`src/rtl/seg7_scan_controller.sv`:
```
// seg7_scan_controller
// Scan sequencer for a multi-digit 7-segment display with a shared segment
// bus. A display word is taken through a valid/ready handshake into a shadow
// register and committed to the display register only at frame boundaries.
// Each digit gets a blanking interval (all anodes off) followed by a drive
// interval.
// Optional feature: define SEG7_SCAN_LZB_EN to enable leading-zero blanking.
module seg7_scan_controller #(
  parameter int NUM_DIGITS   = 8,
  parameter int DWELL_CYCLES = 50000,
  parameter int BLANK_CYCLES = 500,
  parameter bit ACTIVE_LOW   = 1'b1
) (
  input  logic                    clk,
  input  logic                    n_rst,
  input  logic [4*NUM_DIGITS-1:0] i_hex,
  input  logic [NUM_DIGITS-1:0]   i_dp,
  input  logic                    i_valid,
  output logic                    o_ready,
  output logic [NUM_DIGITS-1:0]   o_an,
  output logic [6:0]              o_seg,
  output logic                    o_dp,
  output logic                    o_frame
);

  localparam int DIG_W   = (NUM_DIGITS > 1) ? $clog2(NUM_DIGITS) : 1;
  localparam int CNT_MAX = (DWELL_CYCLES > BLANK_CYCLES) ? DWELL_CYCLES : BLANK_CYCLES;
  localparam int CNT_W   = $clog2(CNT_MAX + 1);

  localparam logic [CNT_W-1:0] DWELL_LAST = CNT_W'(DWELL_CYCLES - 1);
  localparam logic [CNT_W-1:0] BLANK_LAST = CNT_W'((BLANK_CYCLES > 0) ? BLANK_CYCLES - 1 : 0);
  localparam logic [DIG_W-1:0] DIG_LAST   = DIG_W'(NUM_DIGITS - 1);

  // Inactive levels of the pins; XOR with these converts active-high to pin polarity.
  localparam logic [NUM_DIGITS-1:0] AN_OFF  = {NUM_DIGITS{ACTIVE_LOW}};
  localparam logic [6:0]            SEG_OFF = {7{ACTIVE_LOW}};
  localparam logic                  DP_OFF  = ACTIVE_LOW;

  typedef enum logic {ST_BLANK = 1'b0, ST_DRIVE = 1'b1} state_t;

  // With no blanking interval the sequencer lives entirely in DRIVE.
  localparam state_t RST_STATE = state_t'((BLANK_CYCLES > 0) ? ST_BLANK : ST_DRIVE);

  // Active-high gfedcba patterns for hex 0-F.
  function automatic logic [6:0] hex_decode(input logic [3:0] nib);
    logic [6:0] pat;
    case (nib)
      4'h0: pat = 7'h3F;
      4'h1: pat = 7'h06;
      4'h2: pat = 7'h5B;
      4'h3: pat = 7'h4F;
      4'h4: pat = 7'h66;
      4'h5: pat = 7'h6D;
      4'h6: pat = 7'h7D;
      4'h7: pat = 7'h07;
      4'h8: pat = 7'h7F;
      4'h9: pat = 7'h6F;
      4'hA: pat = 7'h77;
      4'hB: pat = 7'h7C;
      4'hC: pat = 7'h39;
      4'hD: pat = 7'h5E;
      4'hE: pat = 7'h79;
      default: pat = 7'h71;
    endcase
    return pat;
  endfunction

  state_t                  state_q, state_d;
  logic [DIG_W-1:0]        digit_q, digit_d;
  logic [CNT_W-1:0]        cnt_q, cnt_d;
  logic                    run_q;
  logic [4*NUM_DIGITS-1:0] sh_hex_q, sh_hex_d;
  logic [NUM_DIGITS-1:0]   sh_dp_q, sh_dp_d;
  logic                    full_q, full_d;
  logic [4*NUM_DIGITS-1:0] disp_hex_q, disp_hex_d;
  logic [NUM_DIGITS-1:0]   disp_dp_q, disp_dp_d;
  logic [NUM_DIGITS-1:0]   an_q, an_d;
  logic [6:0]              seg_q, seg_d;
  logic                    dp_q, dp_d;
  logic                    frame_q, frame_d;
  logic                    accept, commit;
  logic [3:0]              nib;

  // Scan sequencing: blank/drive intervals, digit advance and frame detection.
  // The first edge after reset is treated as entry into digit 0.
  always_comb begin
    state_d = state_q;
    digit_d = digit_q;
    cnt_d   = cnt_q + 1'b1;
    frame_d = 1'b0;
    if (!run_q) begin
      state_d = RST_STATE;
      digit_d = '0;
      cnt_d   = '0;
      frame_d = 1'b1;
    end else if (state_q == ST_BLANK) begin
      if (cnt_q == BLANK_LAST) begin
        state_d = ST_DRIVE;
        cnt_d   = '0;
      end
    end else if (cnt_q == DWELL_LAST) begin
      cnt_d   = '0;
      digit_d = (digit_q == DIG_LAST) ? '0 : digit_q + 1'b1;
      if (BLANK_CYCLES > 0) begin
        state_d = ST_BLANK;
      end else begin
        state_d = ST_DRIVE;
      end
      frame_d = (digit_q == DIG_LAST);
    end
  end

  // Handshake and shadow-to-display commit; a word accepted on a boundary
  // waits for the next boundary because commit looks at the old full flag.
  always_comb begin
    accept     = i_valid && !full_q;
    commit     = frame_d && full_q;
    sh_hex_d   = accept ? i_hex : sh_hex_q;
    sh_dp_d    = accept ? i_dp : sh_dp_q;
    full_d     = accept | (full_q & ~commit);
    disp_hex_d = commit ? sh_hex_q : disp_hex_q;
    disp_dp_d  = commit ? sh_dp_q : disp_dp_q;
  end

  // Pin values for the upcoming state, built from the freshly committed word.
`ifdef SEG7_SCAN_LZB_EN
  logic lz_blank;
`endif
  always_comb begin
    an_d  = AN_OFF;
    seg_d = SEG_OFF;
    dp_d  = DP_OFF;
    nib   = disp_hex_d[{digit_d, 2'b00} +: 4];
`ifdef SEG7_SCAN_LZB_EN
    lz_blank = 1'b1;
    for (int k = 0; k < NUM_DIGITS; k++) begin
      if (k >= int'(digit_d) && disp_hex_d[4*k +: 4] != 4'h0) lz_blank = 1'b0;
    end
`endif
    if (state_d == ST_DRIVE) begin
      an_d  = AN_OFF ^ (NUM_DIGITS'(1) << digit_d);
      seg_d = hex_decode(nib) ^ SEG_OFF;
      dp_d  = disp_dp_d[digit_d] ^ DP_OFF;
`ifdef SEG7_SCAN_LZB_EN
      if (digit_d != '0 && lz_blank) seg_d = SEG_OFF;
`endif
    end
  end

  // State, data and registered pin outputs; reset drops any pending word.
  always_ff @(posedge clk or negedge n_rst) begin
    if (!n_rst) begin
      state_q    <= RST_STATE;
      digit_q    <= '0;
      cnt_q      <= '0;
      run_q      <= 1'b0;
      sh_hex_q   <= '0;
      sh_dp_q    <= '0;
      full_q     <= 1'b0;
      disp_hex_q <= '0;
      disp_dp_q  <= '0;
      an_q       <= AN_OFF;
      seg_q      <= SEG_OFF;
      dp_q       <= DP_OFF;
      frame_q    <= 1'b0;
    end else begin
      state_q    <= state_d;
      digit_q    <= digit_d;
      cnt_q      <= cnt_d;
      run_q      <= 1'b1;
      sh_hex_q   <= sh_hex_d;
      sh_dp_q    <= sh_dp_d;
      full_q     <= full_d;
      disp_hex_q <= disp_hex_d;
      disp_dp_q  <= disp_dp_d;
      an_q       <= an_d;
      seg_q      <= seg_d;
      dp_q       <= dp_d;
      frame_q    <= frame_d;
    end
  end

  assign o_ready = ~full_q;
  assign o_an    = an_q;
  assign o_seg   = seg_q;
  assign o_dp    = dp_q;
  assign o_frame = frame_q;

endmodule

```
`config.mk`:
```
export PLATFORM = sky130hd
export DESIGN_NAME = seg7_scan_controller
export DESIGN_NICKNAME = d
export VERILOG_FILES = /design/src/rtl/seg7_scan_controller.sv
export SDC_FILE = /design/constraint.sdc
export NUM_CORES = 1
export LEC_CHECK = 0
export CELL_PAD_IN_SITES_DETAIL_PLACEMENT = 1
export CELL_PAD_IN_SITES_GLOBAL_PLACEMENT = 2
export CORE_ASPECT_RATIO = 0.8
export CORE_UTILIZATION = 25
export CTS_CLUSTER_DIAMETER = 80
export CTS_CLUSTER_SIZE = 8
export DETAILED_ROUTE_END_ITERATION = 10
export DONT_BUFFER_PORTS = 1
export PLACE_DENSITY = 0.58
export SLEW_MARGIN = 20
export SYNTH_ARGS = -nofsm -noshare
export SYNTH_HDL_FRONTEND = slang
export SYNTH_SLANG_ARGS = --single-unit
```
`constraint.sdc`:
```
create_clock -name clk -period 9.8 [get_ports clk]
set_clock_uncertainty 0.05 [all_clocks]
set_input_delay 1.96 -clock clk [delete_from_list [all_inputs] [get_ports clk]]
set_output_delay 1.96 -clock clk [all_outputs]
set_load 0.005 [all_outputs]
```
==> results.json, run 1 <==
{
  "status": "finished, final reports clean",
  "post_synth_and_or_nand_nor_area_fraction_pct": 15.0,
  "clk_latency_ns": 0.42,
  "rsz0062_at_grt": "false",
  "place_congestion": 0.769,
  "drv_cap": 0,
  "crit_path_start_kind": "register",
  "cts_buffers": 17,
  "post_cts_resized": 0,
  "syn_inst": 479,
  "clkTransAtPathRegs_ns": 0.06,
  "layout.nets": 534,
  "die_y_um": 135,
  "max_slew.worst_pin.slew_ns": 1.05,
  "ctsLongestPathBuffers": 2,
  "start_util_pct": 25.6,
  "layout-drive-gt1-share_pct": 26.5,
  "setup_viol": 0,
  "port_buffers": 0,
  "switchingPower_uw": 413,
  "drc": 0,
  "dp_hpwl_mm": 9.71,
  "grt_pass1_vias": 3955,
  "wl_per_cell_um": 17.5,
  "numClockSinks": 119,
  "synth_seq_cells": 119,
  "grtUsageTotal_pct": 13.4,
  "synth_xor_area_share_pct": 2.05,
  "final_max_slew_viol_count": 0,
  "pwr-share-comb_pct": 16.1,
  "r2r_slack_ns": 5.60,
  "powerDensity_nw_per_um2": 242,
  "routed_via_density": 4.48,
  "hold_viol": 0,
  "vias": 3560,
  "path_cells": "ha_1, and4_2, and4_4, a21boi_4, mux2_2, nor2_1, or3_1, a22oi_2, inv_1, ha_1, inv_1, mux2i_1, and2_1, o21ai_1",
  "synth_mux_area_share_pct": 15.0,
  "ir_drop_mv": 0.100,
  "hold_path.class": "reg2reg",
  "synth_top_family_by_area": "multiplexers",
  "fin_crit_ns": 4.20,
  "core_um2": 21700,
  "globalRoute.totalOverflow": 0,
  "cts_root_buffer": "clkbuf_16",
  "io-pin-count": 61,
  "yosys_warnings": 0,
  "drtPass1Iterations": 4,
  "syn_nets": 531,
  "postLayoutCoreUtil_pct": 29.8,
  "cp-end-kind": "register",
  "slew_headroom_pct": 30.0,
  "cp.required_ns": 10.09,
  "postCtsHoldBufs": 0,
  "postRouteWirelength_mm": 13.9,
  "nFillCells": 2372,
  "dr.first_iter.drc_count": 134,
  "antenna_found_initial": 1,
  "final.setup.tns_ns": 0,
  "ant_nets": 0,
  "die_w_um": 169,
  "path_class": "reg2reg",
  "internal_power_uw": 1150,
  "synth_area_um2": 5550,
  "synth_compound_area_share_pct": 9.02,
  "sw_frac_of_total_pct": 26.4,
  "postCtsSetupBuffers": 0,
  "clkPwrFrac_pct": 42.7,
  "syn_area_per_cell_um2": 11.6,
  "rows": 48,
  "num_antenna_cells": 0,
  "cts_tree": "done",
  "seqPwrFrac_pct": 41.3,
  "critical_path_arrival_ns": 4.49,
  "critical-path-max-stage-delay_ns": 0.84,
  "seq_area_frac_synth_pct": 54.0,
  "cpMaxStageDelayCell": "a21boi_4",
  "critPathMaxFanout": 35,
  "ys.flop_type": "dfrtp_1",
  "grt_start_max_net_pins": 120,
  "final.period_utilization_pct": 42.8,
  "synth_edf_count": 0,
  "max_freq_ghz": 0.238,
  "grt_pass1_wl_mm": 22.8,
  "synth-adder-area-share_pct": 2.03,
  "h-tree-depth": 4,
  "async_flop_share_pct": 100,
  "die_area_um2": 22800,
  "syn2layout_area_growth_pct": 16.5,
  "p_leak_uw": 0.00285,
  "yosysUniqueCellTypes": 74
}
==> per-layer routing <==
layer	wire, um	up-vias	GRT usage [%]
li1	-	1658	-
met2	6040	59	19.7
met4	136	2	4.24
met3	537	15	3.74
met5	13	-	0
met1	7200	1826	18.8
==> flip-flops by register name, summed over array words and instances, names as in the netlist <==
name	flops
digit_q	3
sh_dp_q	8
state_q	1
o_seg	7
sh_hex_q	32
o_frame	1
disp_hex_q	32
run_q	1
o_dp	1
cnt_q	16
disp_dp_q	8
full_q	1
o_an	8
==> kinds of logic (layout without fill, tap and decap cells) <==
family,after synthesis,in the layout
flip-flops,119,119
other,1,1
XOR/XNOR,13,13
multiplexers,74,74
adder cells (fa/ha/maj),9,9
buffers and inverters,31,47
AO/OA/AOI/OAI,58,58
AND/OR/NAND/NOR,174,174
==> synthesized netlist by cell type, drive strengths merged (3+ instances only) <==
cell    number  share of area, %
and3         4              0.47
nor2        26               1.8
and4         5              0.88
ha           9               2.0
o21ai        9              0.88
inv         13              0.88
mux2i       16               3.1
dfstp       16               7.6
o221ai       5              0.79
mux2        58                12
xnor2        4              0.63
a21oi       11               1.1
xor2         9               1.4
and2         9               1.1
nand2b       5              0.61
clkbuf       7              0.50
dfrtp      103                46
nand2      104               7.2
nor3         3              0.27
nand3        7              0.63
buf         11               1.5
a221oi       6               1.4
a22oi        5               1.3
==> final cells by class <==
cell class / instances / area, um^2 / area share, %
clock buffer: 24 / 482 / 7.45
clock inverter: 8 / 145 / 2.24
inverter: 13 / 48.8 / 0.755
multi-input combinational: 329 / 2400 / 37.2
sequential: 119 / 3000 / 46.4
tap: 300 / 375 / 5.80
timing repair buffer: 2 / 15.0 / 0.232
==> per-stage QoR <==
stage / worst slack [ns] / cells / hold WS, ns / cell area, um^2 / power [uW]
global placement: 5.77 / 763 / 0.406 / 5840 / 902
global route: 5.30 / 795 / 0.442 / 6470 / 1650
CTS: 5.56 / 795 / 0.422 / 6470 / 1590
floorplan: 6.49 / 479 / 0.383 / 5550 / 832
detailed placement: 5.60 / 763 / 0.410 / 5840 / 909
finish: 5.60 / 795 / 0.422 / 6470 / 1560
==> worst max-delay path, delay by kind of cell, from the launching register on <==
kind                       cells  cell delay, ns
and+or+nand+nor                5            1.17
DFF                            1            0.40
AOI/OAI and AO/OA              3            1.30
muxes                          2            0.39
buffers and inverters          2            0.24
adders and majority gates      2            0.56
==> worst paths after layout <==
check / from / to / cells after the start
min in group asynchronous: n_rst / sh_hex_q[30]$_DFFE_PN0P_ / 0
max: cnt_q[0]$_DFF_PN0_ / o_seg[3]$_DFF_PN1_ / 14
min reg2reg: disp_hex_q[17]$_DFF_PN0_ / disp_hex_q[17]$_DFF_PN0_ / 2
min: disp_hex_q[17]$_DFF_PN0_ / disp_hex_q[17]$_DFF_PN0_ / 2
max in group asynchronous: n_rst / o_an[5]$_DFF_PN1_ / 0
max reg2reg: cnt_q[0]$_DFF_PN0_ / o_seg[3]$_DFF_PN1_ / 14
==> power groups by stage <==
stage / logic (uW) / clock network (uW) / registers [uW]
6_report: 252 / 667 / 645
5_1_grt: 285 / 704 / 659
4_1_cts: 256 / 684 / 647
3_5_place_dp: 254 / 0 / 655
3_3_place_gp: 249 / 0 / 653
2_1_floorplan: 205 / 0 / 627
==> cell usage in the layout, fill, tap and decap left out, types with 3 or more instances in the layout <==
cell	netlist	routed
a221oi_1	4	4
and3_1	3	3
inv_1	12	12
clkbuf_1	6	4
mux2i_1	15	15
xor2_1	9	9
nand3_1	7	7
dfrtp_1	103	103
clkbuf_16	0	17
nor2_1	26	26
mux2_2	55	55
and2_1	8	8
bufinv_16	0	4
nand2_1	102	102
clkbuf_8	0	3
dfstp_2	16	16
ha_1	9	9
o221ai_1	5	5
xnor2_1	4	4
nor3_1	3	3
o21ai_0	7	7
nand2b_1	4	4
a21oi_1	9	9
(Power assumes the default switching activity.)
==> run 2, diff against run 1 <==
--- a/config.mk
+++ b/config.mk
@@ -5,6 +5,7 @@
 export SDC_FILE = /design/constraint.sdc
 export NUM_CORES = 1
 export LEC_CHECK = 0
+export ABC_AREA = 1
 export CELL_PAD_IN_SITES_DETAIL_PLACEMENT = 1
 export CELL_PAD_IN_SITES_GLOBAL_PLACEMENT = 2
 export CORE_ASPECT_RATIO = 0.8
@@ -13,7 +14,7 @@
 export CTS_CLUSTER_SIZE = 8
 export DETAILED_ROUTE_END_ITERATION = 10
 export DONT_BUFFER_PORTS = 1
-export PLACE_DENSITY = 0.58
+export PLACE_DENSITY = 0.64
 export SLEW_MARGIN = 20
 export SYNTH_ARGS = -nofsm -noshare
 export SYNTH_HDL_FRONTEND = slang
==> constraint.sdc (replaced) <==
create_clock -name clk -period 3.5 [get_ports clk]
set_clock_uncertainty 0.05 [all_clocks]
set_input_delay 0.7 -clock clk [delete_from_list [all_inputs] [get_ports clk]]
set_output_delay 0.7 -clock clk [all_outputs]
set_load 0.005 [all_outputs]
==> run 2 against run 1 <==
Core utilization up 0.12 points; final cell count up 19%; sequential share of layout area down 0.18 points; count of clock-buffer cells in the layout down 7; combinational power rose to 2.8 times the previous value; design area up 0.39%; sequential power rose to 2.7 times the previous value; flip-flop and latch count unchanged; largest cell class unchanged; highest routed layer unchanged.
==> results.json, run 2 <==
{
  "status": "finished, final reports clean",
  "synth_edf_count": 0,
  "layout_common_cells": "nand2_1 (157), dfrtp_1 (103), nor2_1 (73)",
  "max_freq_ghz": 0.327,
  "yosysUniqueCellTypes": 37,
  "start_util_pct": 25.7,
  "dr.first_iter.drc_count": 146,
  "cts_buffers": 17,
  "num_antenna_cells": 0,
  "die_w_um": 169,
  "cp-end-kind": "register",
  "critical_path_arrival_ns": 3.37,
  "drv_cap": 0,
  "cpMostUsedCell": "nand3_1",
  "setup_ws_ns": 0.444,
  "port_buffers": 0,
  "async_flop_share_pct": 100,
  "syn2layout_area_growth_pct": 16.6,
  "powerDensity_nw_per_um2": 636,
  "path_class": "reg2reg",
  "seq_area_frac_synth_pct": 53.9,
  "cpMaxStageDelayCell": "dfrtp_1",
  "dp_hpwl_mm": 10.6,
  "ant_nets": 0,
  "drc": 0,
  "ctsLongestPathBuffers": 2,
  "place_congestion": 0.778,
  "slew_headroom_pct": 32.7,
  "setup_viol": 0,
  "place_inst": 911,
  "final.setup.tns_ns": 0,
  "io-pin-count": 61,
  "path_cells": "ha_1, nand3_2, inv_2, nand3_2, nand2_4, nand3_4, inv_2, nand2_1, nand2_1, a21oi_1, inv_1, nor2_1, nor2_1, ha_1, inv_1, nand3_1, nand3_1, nand3_1",
  "synth.area.top_cells": "dfrtp_1 (46%), nand2_1 (11%), dfstp_2 (7.6%)",
  "postCtsSetupBuffers": 0,
  "rows": 48,
  "layout-drive-gt1-share_pct": 19.4,
  "crit_path_start_kind": "register",
  "cts_tree": "done",
  "max_slew.worst_pin.slew_ns": 1.01,
  "critPathMaxFanout": 16,
  "postRouteWirelength_mm": 14.9,
  "synth_top_area_cell": "dfrtp_1",
  "synth_top_area_share_pct": 46.3,
  "postCtsHoldBufs": 1,
  "pre_cts_ws_ns": 0.426,
  "hold_path.class": "in2async",
  "rsz0062_at_grt": "false",
  "grt_start_max_net_pins": 104,
  "synth.most_common_cell": "nand2_1",
  "die_y_um": 135,
  "clk_latency_ns": 0.43,
  "hold_viol": 0,
  "final_cell_count_no_fill": 944,
  "cts_root_buffer": "clkbuf_16",
  "routed_via_density": 4.31,
  "grt_pass1_wl_mm": 24.4,
  "antenna_found_initial": 1,
  "critical-path-max-stage-delay_ns": 0.37,
  "crit_start": "cnt_q[0]$_DFF_PN0_",
  "synth_area_um2": 5570,
  "drtPass1Iterations": 4,
  "yosys_warnings": 0,
  "r2r-end": "o_seg[0]$_DFF_PN1_",
  "synth_seq_cells": 119,
  "core_um2": 21700,
  "layout.nets": 683,
  "vias": 4068,
  "fin_crit_ns": 3.06,
  "grt_pass1_vias": 4339,
  "die_area_um2": 22900,
  "globalRoute.totalOverflow": 0,
  "reg2regPathDepth": 18,
  "rr_startpoint": "cnt_q[0]$_DFF_PN0_",
  "syn_nets": 670,
  "mostFrequentLayoutCell": "nand2_1",
  "ys.flop_type": "dfrtp_1",
  "wl_per_cell_um": 15.8,
  "cp.required_ns": 3.82,
  "final.period_utilization_pct": 87.3,
  "grtUsageTotal_pct": 14.4,
  "crit_end": "o_seg[0]$_DFF_PN1_",
  "top_regs": "disp_hex_q (32), sh_hex_q (32), cnt_q (16)",
  "post_cts_resized": 0,
  "h-tree-depth": 4,
  "numClockSinks": 119,
  "clkTransAtPathRegs_ns": 0.06,
  "p_leak_uw": 0.00304,
  "synth_common_cells": "nand2_1 (158), dfrtp_1 (103), nor2_1 (73)",
  "syn_inst": 618,
  "final_max_slew_viol_count": 0,
  "ir_drop_mv": 0.340,
  "syn_area_per_cell_um2": 9.01,
  "r2r_slack_ns": 0.44
}
[run 2: changes by cell type in the layout (fill, tap and decap cells not counted), sizes merged, moves of 11 or more]
cell / previous run / this run
a21oi: 11 / 23
inv: 13 / 81
mux2: 58 / 31
mux2i: 16 / 0
nand2: 104 / 166
nand3: 7 / 38
nor2: 26 / 84
o21ai: 9 / 20
[run 2: metal layers]
metal | share of wire, % | track usage [%]
met2 | 42 | 20.5
met5 | 0.067 | 0
met1 | 52 | 20.5
met4 | 1.2 | 6.36
met3 | 4.3 | 3.30
[run 2: cell families (layout without fill, tap and decap cells)]
logic type,Yosys count,count (layout),synth area share [%]
and+or+nand+nor,307,307,24.9
DFF,119,119,53.9
buffers and inverters,96,122,7.24
AOI/OAI and AO/OA,51,51,4.99
muxes,31,31,6.27
adders and majority gates,9,9,2.02
xor gates and xnor gates,4,4,0.630
other,1,1,0.0674
[run 2: cell type report]
| class | instances | area, um^2 |
|---|---|---|
| clock buffers | 17 | 425 |
| clock inverters | 15 | 134 |
| fillers | 2519 | 15200 |
| inverters | 81 | 304 |
| multi-input cells | 403 | 2170 |
| flip-flops and latches | 119 | 3000 |
| well taps | 300 | 375 |
| repair buffers | 9 | 87.6 |
[run 2: per-stage QoR]
stage / util [%] / hold slack, ns / power (uW) / cell area (um^2)
finish: 29.9 / 0.0637 / 4130 / 6490
CTS: 29.9 / 0.0452 / 4200 / 6490
detailed placement: 27.2 / 0.359 / 2480 / 5900
global route: 29.9 / 0.0477 / 4380 / 6490
global placement: 27.2 / 0.360 / 2450 / 5900
floorplan: - / 0.354 / 2290 / 5570
[run 2: worst min-delay path by stage]
stage	start	end	slack, ns
floorplan	n_rst	cnt_q[0]$_DFF_PN0_	0.35
global placement	n_rst	sh_hex_q[27]$_DFFE_PN0P_	0.36
detailed placement	n_rst	sh_hex_q[31]$_DFFE_PN0P_	0.36
CTS	n_rst	o_seg[0]$_DFF_PN1_	0.05
global route	n_rst	o_an[1]$_DFF_PN1_	0.05
finish	n_rst	o_an[1]$_DFF_PN1_	0.06
[run 2: worst max-delay path: cells and delay by family (launching register included)]
| family | cells | cell delay (ns) |
|---|---|---|
| buffers and inverters | 4 | 0.63 |
| and+or+nand+nor | 11 | 1.35 |
| AOI/OAI and AO/OA | 1 | 0.11 |
| DFF | 1 | 0.37 |
| adders and majority gates | 2 | 0.48 |
[run 2: report_power, final]
group,internal (uW),switching [uW],leakage [uW]
sequential,1640,123,0.00142
combinational,275,437,0.00136
clock,972,683,0.000257
